--- src/rtl/load_store_unit.sv ---
// RV32I load/store initiator on a word-addressed memory: byte/halfword extraction
// for loads and read-modify-write for partial stores, one request at a time.
module load_store_unit #(
  parameter int unsigned MEMORY_BYTES = 4096
) (
  input  logic        clock,
  input  logic        reset_n,
  input  logic        req_valid,
  output logic        req_ready,
  input  logic        req_is_store,
  input  logic [2:0]  req_funct3,
  input  logic [31:0] req_address,
  input  logic [31:0] req_store_data,
  output logic        resp_valid,
  output logic [1:0]  resp_error,
  output logic [31:0] load_data,
  output logic        read_enable,
  output logic [31:0] read_address,
  input  logic [31:0] read_value,
  output logic        write_enable,
  output logic [31:0] write_address,
  output logic [31:0] write_value
);

  localparam logic [2:0] S_IDLE    = 3'd0;
  localparam logic [2:0] S_READ    = 3'd1;
  localparam logic [2:0] S_CAPTURE = 3'd2;
  localparam logic [2:0] S_WRITE   = 3'd3;
  localparam logic [2:0] S_DONE    = 3'd4;
  localparam logic [2:0] S_ERROR   = 3'd5;

  localparam logic [1:0] ERR_MISALIGNED = 2'b01;
  localparam logic [1:0] ERR_FAULT      = 2'b10;

  logic [2:0]  state;
  logic        op_store;
  logic [2:0]  op_funct3;
  logic [31:0] op_address;
  logic [15:0] op_store_low;
  logic [31:0] write_buffer;
  logic [31:0] load_result;
  logic [1:0]  error_code;

  logic        funct3_legal;
  logic        access_fault;
  logic        misaligned;
  logic [31:0] lane_shifted;
  logic [31:0] extracted;
  logic [31:0] merged;

  always_comb begin
    funct3_legal = 1'b0;
    if (req_is_store) begin
      funct3_legal = req_funct3 inside {3'b000, 3'b001, 3'b010};
    end else begin
      funct3_legal = req_funct3 inside {3'b000, 3'b001, 3'b010, 3'b100, 3'b101};
    end
    access_fault = !funct3_legal || (req_address >= MEMORY_BYTES);
    misaligned   = ((req_funct3[1:0] == 2'b01) && req_address[0]) ||
                   ((req_funct3[1:0] == 2'b10) && (req_address[1:0] != 2'b00));
  end

  // Lane select is a right shift by 8*addr[1:0]; halfwords are already 2-byte aligned.
  always_comb begin
    lane_shifted = read_value >> {op_address[1:0], 3'b000};
    case (op_funct3)
      3'b000:  extracted = {{24{lane_shifted[7]}}, lane_shifted[7:0]};
      3'b100:  extracted = {24'h000000, lane_shifted[7:0]};
      3'b001:  extracted = {{16{lane_shifted[15]}}, lane_shifted[15:0]};
      3'b101:  extracted = {16'h0000, lane_shifted[15:0]};
      default: extracted = read_value;
    endcase
  end

  always_comb begin
    merged = read_value;
    if (op_funct3[1:0] == 2'b00) begin
      merged[{op_address[1:0], 3'b000} +: 8] = op_store_low[7:0];
    end else begin
      merged[{op_address[1], 4'b0000} +: 16] = op_store_low;
    end
  end

  always_ff @(posedge clock or negedge reset_n) begin
    if (!reset_n) begin
      state        <= S_IDLE;
      op_store     <= 1'b0;
      op_funct3    <= '0;
      op_address   <= '0;
      op_store_low <= '0;
      write_buffer <= '0;
      load_result  <= '0;
      error_code   <= '0;
    end else begin
      case (state)
        S_IDLE: begin
          if (req_valid) begin
            op_store     <= req_is_store;
            op_funct3    <= req_funct3;
            op_address   <= req_address;
            op_store_low <= req_store_data[15:0];
            if (access_fault) begin
              error_code <= ERR_FAULT;
              state      <= S_ERROR;
            end else if (misaligned) begin
              error_code <= ERR_MISALIGNED;
              state      <= S_ERROR;
            end else if (req_is_store && (req_funct3 == 3'b010)) begin
              write_buffer <= req_store_data;
              state        <= S_WRITE;
            end else begin
              state <= S_READ;
            end
          end
        end
        S_READ:    state <= S_CAPTURE;
        S_CAPTURE: begin
          if (op_store) begin
            write_buffer <= merged;
            state        <= S_WRITE;
          end else begin
            load_result <= extracted;
            state       <= S_DONE;
          end
        end
        S_WRITE:   state <= S_DONE;
        S_DONE:    state <= S_IDLE;
        S_ERROR:   state <= S_IDLE;
        default:   state <= S_IDLE;
      endcase
    end
  end

  assign req_ready     = (state == S_IDLE);
  assign read_enable   = (state == S_READ);
  assign write_enable  = (state == S_WRITE);
  assign resp_valid    = (state == S_DONE) || (state == S_ERROR);
  assign resp_error    = (state == S_ERROR) ? error_code : 2'b00;
  assign load_data     = load_result;
  assign read_address  = {op_address[31:2], 2'b00};
  assign write_address = {op_address[31:2], 2'b00};
  assign write_value   = write_buffer;

endmodule

--- config.mk ---
export PLATFORM = sky130hd
export DESIGN_NAME = load_store_unit
export DESIGN_NICKNAME = d
export VERILOG_FILES = /design/src/rtl/load_store_unit.sv
export SDC_FILE = /design/constraint.sdc
export NUM_CORES = 1
export LEC_CHECK = 0
export BUFFER_PORTS_ARGS = -buffer_cell sky130_fd_sc_hd__buf_2
export CAP_MARGIN = 15
export CORE_MARGIN = 4
export CORE_UTILIZATION = 35
export CTS_CLUSTER_SIZE = 8
export DETAILED_ROUTE_END_ITERATION = 7
export GPL_TIMING_DRIVEN = 0
export HOLD_SLACK_MARGIN = 0.1
export PLACE_DENSITY = 0.65
export SLEW_MARGIN = 20
export SYNTH_ARGS = -nofsm -noshare
export SYNTH_HDL_FRONTEND = slang
export SYNTH_SLANG_ARGS = --single-unit
--- constraint.sdc ---
create_clock -name clock -period 3.4 [get_ports clock]
set_input_delay 0.17 -clock clock [delete_from_list [all_inputs] [get_ports clock]]
set_output_delay 0.17 -clock clock [all_outputs]
set_load 0.005 [all_outputs]
==> results.yml, run 1 <==
outcome:
  status: "complete, no violations"
floorplanning:
  die_w_um: 149.0
  die_area_mm2: 0.02219
  die_h_um: 149.0
  ios: 237
  row_count: 51
  initial_utilization_pct: 35.61
  design.core.area_mm2: 0.01953
cts:
  post-cts-setup-buffer-count: 0
  clkLatencyLatePin_ps: 420
  numCtsBuffers: 17
  root_buffer: "clkbuf_16"
  h-tree-depth: 4
  clockBufferDepth: 2
  cts_tree: "done"
  clkSinkCount: 121
  path_clk_slew_ps: 60
critical_path:
  crit_family: "buffers and inverters"
  crit_buf_inv: 4
  crit_slowest_cell: "nor3_1"
  crit_path_max_incr_delay_ps: 690
  worst-setup-path-type: "register to register"
  startpoint_type: "register"
  crit_top_cell: "buf_2"
  end_kind: "register"
  r2r-start: "op_address[1]$_DFFE_PN0P_"
  required_ps: 3760
  startpoint: "op_address[1]$_DFFE_PN0P_"
  worst_ep_arrival_time_ps: 3490
  path_cells: "buf_2 > buf_2 > buf_4 > inv_1 > ha_1 > nand2_1 > nor3_1 > a221oi_1 > o21ai_0 > mux2_1"
  crit_fanout: 10
grt:
  grt_overflow: 0
  first_global_vias: 6599
  grt_pass1_wl_mm: 36.63
  antenna_found_initial: 2
  grtUsageTotal_pct: 21.33
  grt_start_max_net_pins: 70
sta:
  final_max_slew_viol_count: 0
  maxSlewHeadroom_pct: 39.39
  period_share_pct: 92.04
  hold_slack_ps: 108.7
  tns_ps: 0
  fin_ws_ps: 270.6
  period_needed_ps: 3129
  rsz0062_at_grt: "no"
  setup_violations: 0
  final-hold-violation-count: 0
  clock_skew_ps: 7.886
  fmax_mhz: 319.6
  tightest_slew_ps: 902.1
placed_design:
  postPlaceCellArea_mm2: 0.008492
  dp_hpwl_mm: 17.91
  place_inst: 1186
  preCtsSetupSlack_ps: 181.6
  place.gp.congestion: 0.8830
  portBuffers: 232
pwr:
  power_density_mw_per_mm2: 913.0
  p_total_mw: 9.038
  ir_worst_vdd_v: 0.0004939
  leakagePower_nw: 4.648
final_layout:
  areaGrowthSynthToFinish_pct: 42.35
  design_area_mm2: 0.009899
  final_core_util_pct: 50.70
  layout-drive-gt1-share_pct: 42.51
  final_nets: 1123
  fin_cells: 1294
logic_synthesis:
  synth.cell_area_mm2: 0.006954
  seq_area_frac_synth_pct: 43.54
  async_flop_share_pct: 100.0
  netlist_instances: 685
  ys_ff_latch: 121
  synth_edf_count: 0
  avgSynthCellArea_um2: 10.15
  synth_ff_type: "dfrtp_1"
  synth.distinct_cells: 44
  ys_warn_count: 0
worst_hold_path:
  hold_class: "input port to register"
  worstHoldStart: "req_store_data[26]"
route:
  first_pass_iters: 5
  drtAntennaViolNets: 0
  drt-initial-drc-count: 525
  via_per_inst: 5.090
  drt_wl_total_mm: 23.64
  vias: 6587
  wl_per_cell_um: 18.27
  drc: 0
job:
  drv_cap: 0
==> state kept, by name, indices dropped and copies added, names as in the netlist <==
| signal | flops |
|---|---|
| error_code | 2 |
| op_funct3 | 3 |
| op_address | 32 |
| write_value | 32 |
| load_data | 32 |
| op_store | 1 |
| state | 3 |
| op_store_low | 16 |
==> worst min-delay path: stages <==
cell and delay, ps:
buf_2 90, nand2_1 40, o21ai_0 70, mux2_1 120
==> placed cells by master, fill, tap and decap left out, drive strengths merged, types with 9 or more instances in the layout <==
cell type    count
buf            321
dlygate4sd3     75
a21oi           18
o31ai            9
a211oi           9
clkbuf          45
nand3           33
dfrtp          121
mux2i            9
o21ai           66
nor2            22
a221oi          32
nor2b           11
nand2           72
mux2           107
==> path summary, 6_finish.rpt <==
kind / to / slack (ps) / cells past startpoint
worst max-delay path: write_value[15]$_DFFE_PN0P_ / 270 / 10
worst min-delay path: write_value[26]$_DFFE_PN0P_ / 110 / 4
max in group asynchronous: load_data[25]$_DFFE_PN0P_ / 2400 / 3
worst max register to register: write_value[15]$_DFFE_PN0P_ / 270 / 10
min in group asynchronous: op_address[13]$_DFFE_PN0P_ / 270 / 2
worst min register to register: load_data[2]$_DFFE_PN0P_ / 480 / 2
==> per-layer routing <==
layer  global-route usage (%)  part of all wire, %  up-vias
li1                         -                    -     3088
met1                    28.47                   42     3209
met2                    33.85                   48      257
met3                    5.743                  8.0       29
met4                    6.865                  2.0        4
met5                        0                 0.11        -
==> power by group <==
group          total (mW)  internal [mW]  switching, mW
clock network        1.97           1.30          0.660
logic                4.31           2.24           2.07
registers            2.76           2.17          0.590
total                9.04           5.72           3.32
==> synthesized netlist by cell type (2+ instances only) <==
library cell / count / share of area [%]
clkinv_1: 2 / 0.11
clkbuf_1: 23 / 1.2
nand4_1: 2 / 0.18
nand2b_1: 6 / 0.54
dfrtp_1: 121 / 44
nand3_1: 33 / 2.4
nand2_1: 72 / 3.9
mux2i_1: 9 / 1.3
o211ai_1: 2 / 0.22
a221oi_1: 32 / 4.0
o21ai_0: 66 / 4.7
inv_1: 4 / 0.22
buf_1: 2 / 0.11
nor3_1: 6 / 0.43
a31oi_1: 2 / 0.18
ha_1: 5 / 0.90
a211oi_1: 9 / 0.97
nor4_1: 5 / 0.45
buf_2: 19 / 1.4
a22oi_1: 7 / 0.76
buf_4: 67 / 7.2
mux2_2: 77 / 12
and3_1: 2 / 0.18
mux2_1: 30 / 4.9
o31ai_1: 9 / 0.97
nor2_1: 21 / 1.1
a21oi_1: 18 / 1.3
o22ai_1: 8 / 0.72
nor2b_1: 11 / 0.99
==> timing repair <==
item                                    4_1_cts  5_1_grt
gates resized for setup                       0        1
endpoints found under the setup margin        0        3
endpoints found under the hold margin       129        0
hold buffers                                 75        0
==> cell families after synthesis <==
family                     Yosys count  share of synthesized area (%)
DFF                                121                          43.54
AOI/OAI and AO/OA                  156                          14.34
other                                1                        0.05392
and+or+nand+nor                    168                          11.95
adders and majority gates            5                         0.8996
buffers and inverters              117                          10.27
muxes                              117                          18.95
==> final cells by class <==
class,count,area [um^2]
clock inverter,10,165.2
multi-input combinational,450,3228
fill,1871,9627
clock buffer,22,484.2
sequential,121,3028
inverter,6,22.52
antenna,1,2.502
buffer,111,691.9
timing repair buffer,308,1946
tap,265,331.6
Note: power is estimated with default switching activity, not from simulation.
==> run 2, diff against run 1 <==
Settings changed: CORE_MARGIN 4 to 3.
==> results.yml, run 2 (synthesis gave the netlist of run 1 again) <==
outcome:
  status: "complete, no violations"
route:
  routed.top_layer: "met5"
  first_pass_iters: 6
  drc: 0
  via_per_inst: 5.187
  dr_wl_met2_mm: 11.28
  drtAntennaViolNets: 0
  wl_met1_mm: 9.957
  drt_wl_total_mm: 23.71
  vias: 6676
  wl_per_cell_um: 18.42
  met3_length_mm: 2.010
  drt-initial-drc-count: 490
grt:
  grtUsageTotal_pct: 21.61
  grt_overflow: 0
  antenna_found_initial: 2
  first_global_vias: 6658
  grt_start_max_net_pins: 82
  grt_pass1_wl_mm: 37.05
floorplanning:
  initial_utilization_pct: 36.45
  design.core.area_mm2: 0.01908
  ios: 237
  row_count: 50
  die_h_um: 147.0
  die_area_mm2: 0.02160
  die_w_um: 147.0
sta:
  maxSlewHeadroom_pct: 34.26
  period_share_pct: 92.90
  period_needed_ps: 3159
  tightest_slew_ps: 978.6
  final-hold-violation-count: 0
  final_max_slew_viol_count: 0
  setup_violations: 0
  clock_skew_ps: 5.550
  fmax_mhz: 316.6
  rsz0062_at_grt: "no"
  tns_ps: 0
cts:
  numCtsBuffers: 17
  clkLatencyLatePin_ps: 420
  clkSinkCount: 121
  cts_tree: "done"
  h-tree-depth: 4
  post-cts-setup-buffer-count: 0
  path_clk_slew_ps: 50
  clockBufferDepth: 2
  root_buffer: "clkbuf_16"
critical_path:
  crit_slowest_cell: "nor3_1"
  worst-setup-path-type: "register to register"
  crit_family: "simple AND/OR/NAND/NOR gates"
  startpoint_type: "register"
  end_kind: "register"
  path_cells: "buf_2 > buf_2 > buf_4 > inv_1 > ha_1 > nand2_1 > nor3_1 > a221oi_1 > o21ai_0 > mux2_1"
  worst_ep_arrival_time_ps: 3510
  crit_top_cell: "buf_2"
  crit_fanout: 10
  required_ps: 3750
  crit_path_max_incr_delay_ps: 750
  crit_buf_inv: 4
final_layout:
  fill_cells: 1737
  areaGrowthSynthToFinish_pct: 41.00
  regArea_mm2: 0.003028
  layout-drive-gt1-share_pct: 42.05
  design_area_mm2: 0.009806
  final_nets: 1124
  final_core_util_pct: 51.39
  mostFrequentLayoutCell: "buf_2"
  multi_input_area_mm2: 0.003228
  mostFrequentLayoutCells: "buf_2, dfrtp_1, mux2_2"
placed_design:
  dp_hpwl_mm: 17.70
  place.gp.congestion: 0.9511
  postPlaceCellArea_mm2: 0.008489
  portBuffers: 232
pwr:
  power_density_mw_per_mm2: 895.9
  leakagePower_nw: 4.616
  ir_worst_vdd_v: 0.0004752
worst_hold_path:
  hold_class: "input port to register"
job:
  drv_cap: 0
[run 2: worst reg2reg max path: cells and delay by family, from the launching register on]
family                   cells  cell delay [ps]
multiplexers                 1              180
flip-flops                   1              370
AO/OA/AOI/OAI                2              490
buffers and inverters        4              830
AND/OR/NAND/NOR              2              820
adder cells (fa/ha/maj)      1              410
[run 2: area by class of cell]
class                      count  area share [%]
antenna                        2         0.05104
clock buffer                  25           5.155
buffer                       111           7.056
tap                          260           3.318
multi-input combinational    450           32.92
clock inverter                 3          0.4083
inverter                       6          0.2297
sequential                   121           30.88
timing repair buffer         309           19.98
[run 2: stage by stage]
step                      hold WS (ps)  power, mW  cells  setup WS, ps
after floorplan                 -125.6      5.364    688         930.5
final                            104.1      8.785   1287         241.3
after global placement           401.9      6.898   1180         295.4
after CTS                        106.4      8.804   1285         228.3
after global routing             127.2      9.409   1286         25.88
after detailed placement         72.97      6.999   1181         249.4
[run 2: power breakdown]
| group | switching, mW | total, mW | internal (mW) |
|---|---|---|---|
| registers | 0.586 | 2.76 | 2.17 |
| logic | 2.08 | 4.32 | 2.24 |
| clock network | 0.621 | 1.70 | 1.08 |
[run 2: worst paths after layout]
path,end,cells after the start,slack (ps),start
setup / recovery,write_value[15]$_DFFE_PN0P_,10,240,op_address[1]$_DFFE_PN0P_
hold / removal,write_value[20]$_DFFE_PN0P_,4,100,req_store_data[20]
setup reg to reg,write_value[15]$_DFFE_PN0P_,10,240,op_address[1]$_DFFE_PN0P_
hold reg to reg,error_code[1]$_DFFE_PN0P_,1,470,error_code[1]$_DFFE_PN0P_
max in group asynchronous,op_store_low[10]$_DFFE_PN0P_,3,2430,reset_n
min in group asynchronous,load_data[21]$_DFFE_PN0P_,2,220,reset_n
[run 2: layer usage]
| layer | vias up | GRT usage, % |
|---|---|---|
| met2 | 300 | 34.87 |
| li1 | 3084 | - |
| met3 | 34 | 5.521 |
| met5 | - | 0 |
| met1 | 3256 | 29.06 |
| met4 | 2 | 5.778 |
[run 2: what timing repair did]
| action | 4_1_cts | 5_1_grt |
|---|---|---|
| hold endpoints to repair | 197 | 0 |
| hold buffers | 76 | 0 |
| setup endpoints to repair | 0 | 3 |
| resized for setup | 0 | 1 |
==> run 3, diff against run 2 <==
Settings changed: CORE_UTILIZATION 35 to 51, PLACE_DENSITY 0.65 to 0.87, RECOVER_POWER from default to 100.
==> results.yml, run 3 (synthesis gave the netlist of run 1 again) <==
grt:
  grtUsageTotal_pct: 32.08
  grt_start_max_net_pins: 65
  grt_overflow: 0
  first_global_vias: 7058
  antenna_found_initial: 0
  grt_pass1_wl_mm: 37.03
route:
  drtAntennaViolNets: 0
  wl_per_cell_um: 19.86
  drt_wl_total_mm: 23.96
  vias: 6941
  drt-initial-drc-count: 702
  first_pass_iters: 5
  via_per_inst: 5.755
  drc: 0
sta:
  clock_skew_ps: 7.122
  fmax_mhz: 302.7
  final_max_slew_viol_count: 0
  maxSlewHeadroom_pct: 3.697
  hold_slack_ps: 110.0
  tightest_slew_ps: 1445
  rsz0062_at_grt: "no"
  tns_ps: 0
  setup_violations: 0
  final-hold-violation-count: 0
  period_needed_ps: 3304
  period_share_pct: 97.16
pwr:
  power_switching_mw: 3.386
  p_seq_share_pct: 31.7
  leakagePower_nw: 4.382
  ir_worst_vdd_v: 0.0004967
  p_int_mw: 5.418
  power_density_mw_per_mm2: 918.9
  power.share.clock_pct: 20.4
  switching_share_pct: 38.46
  comb_power_share_pct: 47.9
placed_design:
  place.gp.congestion: 0.9801
  dp_hpwl_mm: 16.51
  portBuffers: 232
cts:
  h-tree-depth: 4
  path_clk_slew_ps: 60
  cts_tree: "done"
  root_buffer: "clkbuf_16"
  numCtsBuffers: 17
  clkSinkCount: 121
  clockBufferDepth: 2
  clkLatencyLatePin_ps: 420
critical_path:
  crit_top_cell: "buf_2"
  worst-setup-path-type: "register to register"
  end_kind: "register"
  worst_ep_arrival_time_ps: 3660
  required_ps: 3760
  crit_fanout: 10
  crit_path_max_incr_delay_ps: 760
  crit_slowest_cell: "nor3_1"
  path_cells: "buf_2 > buf_2 > buf_4 > inv_1 > ha_1 > nand2_1 > nor3_1 > a221oi_1 > o21ai_0 > mux2_1"
  rrSetupSlack_ps: 100
  startpoint_type: "register"
final_layout:
  areaGrowthSynthToFinish_pct: 37.78
  mostFrequentLayoutCell: "buf_2"
  fill_cells: 964
  layout-drive-gt1-share_pct: 34.79
  mostFrequentLayoutCells: "buf_2, dfrtp_1, clkbuf_1"
  final_nets: 1126
  final_core_util_pct: 72.07
floorplanning:
  initial_utilization_pct: 52.31
  design.core.area_mm2: 0.01330
  row_count: 42
  ios: 237
  die_w_um: 122.8
  die_area_mm2: 0.01507
  die_h_um: 122.8
job:
  drv_cap: 0
outcome:
  status: "complete, no violations"
worst_hold_path:
  hold_class: "input port to register"
-- run 3: cell types whose count changed in the layout (fill, tap and decap cells not counted), moves of 4 or more --
cell / change
buf_2: -68
clkbuf_1: +69
buf_4: -58
clkbuf_4: +57
clkinv_2: +4
clkbuf_8: -4
-- run 3: power by group through the flow --
stage          Combinational, mW  Clock (mW)  Sequential (mW)
3_3_place_gp                4.08           0             2.72
6_report                    4.22        1.80             2.79
5_1_grt                     4.61        1.86             2.85
4_1_cts                     4.29        1.80             2.75
3_5_place_dp                4.20           0             2.75
2_1_floorplan               2.73           0             2.64
-- run 3: cell type report --
cell class | instances | area, um^2 | share of cell area [%]
well taps | 176 | 220.2 | 2.298
plain buffers | 111 | 679.4 | 7.091
clock inverters | 10 | 127.6 | 1.332
multi-input cells | 450 | 3186 | 33.25
diodes | 1 | 2.502 | 0.02612
clock buffers | 20 | 446.7 | 4.662
inverters | 6 | 22.52 | 0.2350
flip-flops and latches | 121 | 3028 | 31.60
repair buffers | 311 | 1869 | 19.51
-- run 3: final timing paths --
path	startpoint	end	cells past startpoint
max	op_address[1]$_DFFE_PN0P_	write_value[8]$_DFFE_PN0P_	10
min	req_store_data[28]	write_value[28]$_DFFE_PN0P_	4
max reg2reg	op_address[1]$_DFFE_PN0P_	write_value[8]$_DFFE_PN0P_	10
min reg2reg	error_code[1]$_DFFE_PN0P_	error_code[1]$_DFFE_PN0P_	1
max in group asynchronous	reset_n	op_address[19]$_DFFE_PN0P_	3
min in group asynchronous	reset_n	write_value[27]$_DFFE_PN0P_	2
-- run 3: stage by stage --
stage | std cells | instance area, um^2 | worst slack, ps | power [mW]
finish | 1206 | 9582 | 96.50 | 8.804
floorplan | 688 | 6965 | 930.5 | 5.364
detailed placement | 1097 | 8381 | 290.8 | 6.951
CTS | 1205 | 9736 | 267.0 | 8.838
global placement | 1096 | 8347 | 364.6 | 6.795
global route | 1205 | 9579 | 23.95 | 9.330
-- run 3: worst max-delay path, delay by kind of cell, from the launching register on --
| family | cells | cell delay, ps |
|---|---|---|
| simple gates | 2 | 850 |
| buf+inv | 4 | 870 |
| flops | 1 | 380 |
| mux | 1 | 190 |
| fa+ha+maj | 1 | 400 |
| compound gates | 2 | 560 |
-- run 3: timing repair --
| item | 4_1_cts | 5_1_grt |
|---|---|---|
| gates resized for setup | 0 | 1 |
| endpoints found under the hold margin | 136 | 0 |
| hold buffers | 78 | 0 |
| setup endpoints to repair | 0 | 1 |
| buffers inserted | 0 | 0 |
-- run 3: per-layer routing --
metal / vias to the layer above / GRT usage [%] / routed length (um)
met5: - / 0 / 0
met4: 0 / 15.89 / 1178
met3: 107 / 8.249 / 2406
met2: 471 / 53.91 / 11650
met1: 3275 / 38.08 / 8717
li1: 3088 / - / -
